**src/rtl/lcd_fb_arbiter.sv**
```systemverilog
// 64-byte LCD character framebuffer: refresh-engine read port has priority,
// two round-robin write clients share the rest, and a fill engine clears it.
module lcd_fb_arbiter #(
    parameter int         ROWS      = 4,
    parameter logic [7:0] FILL_CHAR = 8'h20
) (
    input  logic            clk,
    input  logic            rst,
    input  logic            rd_en,
    input  logic [5:0]      rd_addr,
    output logic [7:0]      rd_data,
    input  logic            wr0_valid,
    input  logic [5:0]      wr0_addr,
    input  logic [7:0]      wr0_data,
    output logic            wr0_ready,
    input  logic            wr1_valid,
    input  logic [5:0]      wr1_addr,
    input  logic [7:0]      wr1_data,
    output logic            wr1_ready,
    input  logic            fill_start,
    output logic            busy,
    output logic [ROWS-1:0] row_dirty,
    input  logic [ROWS-1:0] row_ack
);

    localparam int DEPTH = ROWS * 16;

    typedef enum logic {
        S_FILL,
        S_SERVE
    } state_t;

    state_t          state_q, state_d;
    logic [5:0]      fill_cnt_q, fill_cnt_d;
    logic            last_grant_q, last_grant_d;
    logic [ROWS-1:0] dirty_q, dirty_d;
    logic [ROWS-1:0] dirty_set;
    logic [7:0]      rd_data_q;
    logic [7:0]      mem_q [DEPTH];

    logic            we;
    logic [5:0]      waddr;
    logic [7:0]      wdata;

    always_comb begin
        state_d      = state_q;
        fill_cnt_d   = fill_cnt_q;
        last_grant_d = last_grant_q;
        wr0_ready    = 1'b0;
        wr1_ready    = 1'b0;
        we           = 1'b0;
        waddr        = fill_cnt_q;
        wdata        = FILL_CHAR;
        dirty_set    = '0;

        if (state_q == S_FILL) begin
            if (!rd_en) begin
                we         = 1'b1;
                fill_cnt_d = fill_cnt_q + 6'd1;
                if (fill_cnt_q == 6'd63) begin
                    state_d = S_SERVE;
                end
            end
        end else if (!rd_en) begin
            // On a tie the client that did not win last time gets the slot.
            if (wr0_valid && (!wr1_valid || last_grant_q)) begin
                wr0_ready = 1'b1;
            end else if (wr1_valid) begin
                wr1_ready = 1'b1;
            end

            if (wr0_ready) begin
                we           = 1'b1;
                waddr        = wr0_addr;
                wdata        = wr0_data;
                last_grant_d = 1'b0;
            end else if (wr1_ready) begin
                we           = 1'b1;
                waddr        = wr1_addr;
                wdata        = wr1_data;
                last_grant_d = 1'b1;
            end
        end

        if (fill_start) begin
            state_d    = S_FILL;
            fill_cnt_d = 6'd0;
        end

        for (int r = 0; r < ROWS; r++) begin
            if (we && (waddr[5:4] == 2'(r))) begin
                dirty_set[r] = 1'b1;
            end
        end
        dirty_d = (dirty_q & ~row_ack) | dirty_set;
    end

    always_ff @(posedge clk or posedge rst) begin
        if (rst) begin
            state_q      <= S_FILL;
            fill_cnt_q   <= 6'd0;
            last_grant_q <= 1'b1;
            dirty_q      <= {ROWS{1'b1}};
            rd_data_q    <= 8'h00;
        end else begin
            state_q      <= state_d;
            fill_cnt_q   <= fill_cnt_d;
            last_grant_q <= last_grant_d;
            dirty_q      <= dirty_d;
            if (rd_en) begin
                rd_data_q <= mem_q[rd_addr];
            end
        end
    end

    // Storage has no reset; writes are suppressed while rst is held.
    always_ff @(posedge clk) begin
        if (we && !rst) begin
            mem_q[waddr] <= wdata;
        end
    end

    assign rd_data   = rd_data_q;
    assign busy      = (state_q == S_FILL);
    assign row_dirty = dirty_q;

endmodule
```
**config.mk**
```make
export PLATFORM = sky130hd
export DESIGN_NAME = lcd_fb_arbiter
export DESIGN_NICKNAME = d
export VERILOG_FILES = /design/src/rtl/lcd_fb_arbiter.sv
export SDC_FILE = /design/constraint.sdc
export NUM_CORES = 1
export LEC_CHECK = 0
export BUFFER_PORTS_ARGS = -buffer_cell sky130_fd_sc_hd__buf_2
export CAP_MARGIN = 5
export CORE_ASPECT_RATIO = 1.25
export CORE_MARGIN = 2
export CORE_UTILIZATION = 46
export DETAILED_ROUTE_END_ITERATION = 10
export GPL_ROUTABILITY_DRIVEN = 0
export PLACE_DENSITY = 0.7
export REMOVE_ABC_BUFFERS = 1
export SYNTH_ARGS = -nofsm -noshare
export SYNTH_HDL_FRONTEND = slang
export SYNTH_SLANG_ARGS = --single-unit
```
**constraint.sdc**
```tcl
create_clock -name clk -period 2.9 [get_ports clk]
set_input_delay 0.435 -clock clk [delete_from_list [all_inputs] [get_ports clk]]
set_output_delay 0.435 -clock clk [all_outputs]
set_load 0.005 [all_outputs]
```
-- Word level (Yosys, flattened, before mapping)
Memories as Yosys holds them, arrays and structs flattened. A register that Yosys moved wholly into a read port is not among the register bits.
Index checks and enable logic that the tools add are counted.
- register bits: 12
- RAM bits: 512
- input bits: 44
- output and inout bits: 15
- word-level logic and storage cells: 69
- memories kept: 1
- memories (name ; depth ; width ; read ports ; clocked after Yosys merged registers in ; wr ports ; line ; text):
    mem_q ; 64 ; 8 ; 1 ; 1 ; 1 ; 39 ; logic [7:0] mem_q [DEPTH];
- $add $sub $neg: 1
- equality and inequality tests: 6
- mux-type cells: 39
- bitwise operators: 5
- reduce and logical (&&, ||, !) cells: 13
- operator list (kind ; count):
    $mux 6 ; 7
    $mux 8 ; 4
    $mux 1 ; 28
    $add 6x1->6 const B ; 1
    $eq 6x6->1 const B ; 1
    $logic_and 1x1->1 ; 6
    $and 4x4->4 ; 1
    $eq 2x2->1 const B ; 2
    $not 4->4 ; 1
    $or 4x4->4 ; 1
    $reduce_and 3->1 ; 1
    $eq 2x1->1 const B ; 1
    $logic_not 1->1 ; 2
    $logic_not 2->1 ; 1
    $ne 2x1->1 const B ; 1
    $ne 2x2->1 const B ; 1
    $not 1->1 ; 2
    $reduce_and 2->1 ; 1
    $reduce_bool 2->1 ; 1
    $logic_or 1x1->1 ; 1

-- Depth between registers and ports, before layout
- depth in word-level cells: 14
- gate-level depth with buffers: 8
- depth with buffers taken out: 6

-- Least setup slack after synthesis
OpenSTA, ideal clock, no wires.
- kind: register to register
- start point: register state_q
- end point: memory mem_q[0][0] (enable)
- library setup time: 0.371 ns
- data arrival time: 1.973 ns
- data required time: 2.529 ns
- slack: 0.556 ns
- cell stages (with the launch flop): 8
- clock period less this slack: 2.344 ns
- cell sequence: dfrtp_1 -> nor2b_2 -> nand3_2 -> inv_2 -> buf_4 -> a221oi_2 -> nand3_1 -> nor2_1
- word-level cells in the longest chain between the ends: 4
- RTL lines (what ; line ; text):
    from (decl) ; 33 ; state_t state_q, state_d;
    from (signal assigned) ; 106 ; state_q <= state_d;
    $mux 1 ; 56 ; if (state_q == S_FILL) begin
    $logic_and 1x1->1 ; 118 ; if (we && !rst) begin
    $mux 1 ; 118 ;
    $mux 1 (not written as such) ; 119 ; mem_q[waddr] <= wdata;
    to (decl) ; 39 ;
Several ways; a longest one is shown, not always the timed one.

-- Final worst setup path
- start point: register state_q
- end point: memory mem_q[33][2] (enable)
Same word-level chain as after synthesis.

==> results.tsv <==
metric	value	unit
status	complete, no violations	
cts_setup_buffers	0	
skew	16.2	ps
pin_count	59	
synthMuxAreaShare	0.165	
peakVddDrop	394	uV
grt_first_pass_wirelength	69000	um
cp_max_fo	9	
cts.repair.resized	0	
met3_usage	0.0313	
crit_required	3160	ps
tightest_slew	817	ps
synth_top_family_by_area	multiplexers	
ff_latch_area	15900	um^2
drc	0	
grt-ovfl-total	0	
crit_chain	nor2b_2, nand3_2, o221ai_1, nand3_1, nor2_1, buf_4	
setup_slack	104	ps
yosys.area_share.simple	0.0279	
rsz0062_at_grt	yes	
ys_async_sr_fraction	0.0376	
yosysWarnings	0	
cts_root_buf	clkbuf_16	
cp_slowest_cell	o221ai_1	
rows	87	
firstDrtPassIters	6	
drv_cap	0	
ff2ff_path_depth	6	
cts_buffer_depth	3	
hold_path_startpoint	row_ack[3]	
ys_seq_area_frac	0.757	
dieArea	47400	um^2
core_area	45100	um^2
drtAntennaViolNets	0	
multi_input_area	4800	um^2
r2r_start	state_q	
num_antenna_cells	0	
grt-busiest-layer	met2	
die_y	243	um
slew_violations	0	
cts.htree.levels	2	
synth_cells	1008	
holdBufCountCts	0	
p_per_area	629	nW/um^2
synth-compound-area-share	0.0329	
clk_latency	560	ps
critPathBufInv	1	
clkSinkCount	532	
clock.fmax	0.358	GHz
leakagePower	8.96	nW
fillers	3475	
drtIter0Drc	964	
reg2reg_to	mem_q[33][2]	
end_kind	register	
antenna_found_initial	0	
use_met1	0.245	
initial_core_util	0.466	
worst-r2r-setup-slack	100	ps
synth_edf_count	512	
hold_viol	0	
grt_pass1_vias	10900	
dpl.hpwl	30200	um
totalWireLength	46400	um
area_growth	16.0	%
die_w	195	um
netlist-cell-type-count	44	
finalSetupViolCount	0	
critPathKind	reg2reg	
cts_buffers	47	
path_clk_slew	70	ps
place_ws	84.9	ps
synth_xor_area_frac	0.00167	
drive_above_1_share	0.340	
critPathMaxStageDelay	560	ps
grt_max_degree	65	
ys_ff_latch	532	
fin_crit_sh	0.964	
grt_use_met2	0.352	
finalPower	0.0153	W
hold_end	row_dirty[3]	
whs_path_depth	2	
syn_area	21000	um^2
period_needed	2800	ps
place.port_buffers	58	
synth_ff_type	edfxtp_1	
fin_nets	1218	
hold_class	in2reg	
viasPerCell	5.84	
crit_family	simple AND/OR/NAND/NOR gates	
wl_per_cell	25.9	um
slew_headroom	0.454	
arrival	3060	ps
finalSetupTns	0	ps
syn_avg_cell_area	20.8	um^2
crit_path_start_kind	register	
vias	10400	
synth_adder_area_share	0.000596	
grt.total_usage	0.199	
cts_tree	built	
cells in the final DEF (no fill, tap or decap), drive strengths merged, types with 10 or more instances in the layout:
cell type	instances
edfxtp	512
clkbuf	61
mux2i	40
mux2	32
nand3	27
buf	165
a22oi	16
o221ai	19
mux4	120
dfrtp	15
a221oi	10
inv	16
nor2	79
clkinv	17
logic make-up (layout without fill, tap and decap cells):
kind of cell,count (synthesis),after routing
compound gates,85,85
xor+xnor,4,4
fa+ha+maj,1,1
mux,192,192
flops,532,532
simple gates,129,129
buf+inv,65,267
power breakdown:
part           internal, W  switching, W
registers          0.00832     0.0000253
logic             0.000261      0.000314
clock network      0.00373       0.00266
total               0.0123       0.00300
how the worst max path moves through the flow:
stage	depth (start not counted)	startpoint	slack [ps]	endpoint
finish	6	state_q	100	mem_q[33][2]
global route	6	state_q	-40	mem_q[33][0]
CTS	6	state_q	130	mem_q[33][0]
detailed placement	7	rd_en	80	mem_q[33][1]
global placement	7	rd_en	180	mem_q[33][1]
floorplan	4	state_q	520	mem_q[0][0]
area by class of cell:
cell class,instances,area share
flip-flops and latches,532,0.652
clock buffers,61,0.0539
clock inverters,25,0.0115
multi-input cells,411,0.197
well taps,578,0.0297
repair buffers,165,0.0532
inverters,16,0.00247
flip-flops by register name, summed over array words and instances, names as in the netlist:
register / count
fill_cnt_q: 6
last_grant_q: 1
mem_q: 512
rd_data: 8
row_dirty: 4
state_q: 1
cells in the mapped netlist, types with 4 or more instances:
library cell | n | area share
a221oi_1 | 8 | 0.0033
a22o_1 | 7 | 0.0029
a22oi_1 | 16 | 0.0057
buf_1 | 7 | 0.0013
buf_2 | 20 | 0.0048
buf_6 | 5 | 0.0027
clkbuf_1 | 14 | 0.0025
dfrtp_1 | 15 | 0.018
dfstp_2 | 5 | 0.0063
edfxtp_1 | 512 | 0.73
inv_1 | 15 | 0.0027
mux2_2 | 32 | 0.017
mux2i_1 | 40 | 0.019
mux4_2 | 120 | 0.13
nand2_1 | 6 | 0.0011
nand2b_1 | 5 | 0.0015
nand3_1 | 24 | 0.0057
nand4_1 | 4 | 0.0012
nor2_1 | 79 | 0.014
o21ai_0 | 4 | 0.00095
o221ai_1 | 19 | 0.0079
o22ai_1 | 8 | 0.0024
o32ai_1 | 4 | 0.0017
through the flow:
step                      hold slack, ps  utilization  std cells  instance area, um^2
after floorplan                      395            -        959                20700
after global placement               466        0.505       1702                22800
after detailed placement             464        0.505       1702                22800
after CTS                           31.5        0.540       1788                24300
after global routing                36.9        0.540       1788                24300
final                               51.8        0.540       1788                24300
worst reg2reg max path, stage by stage (launching register included):
cell,delay (ps)
dfrtp_1,470
nor2b_2,300
nand3_2,210
o221ai_1,560
nand3_1,520
nor2_1,240
buf_4,210
layer usage:
layer	up-vias	share of wire
met1	5432	0.37
met4	0	0.038
li1	4535	-
met5	-	0
met3	87	0.061
met2	380	0.53
No activity file was read; power rests on OpenSTA's default activity.
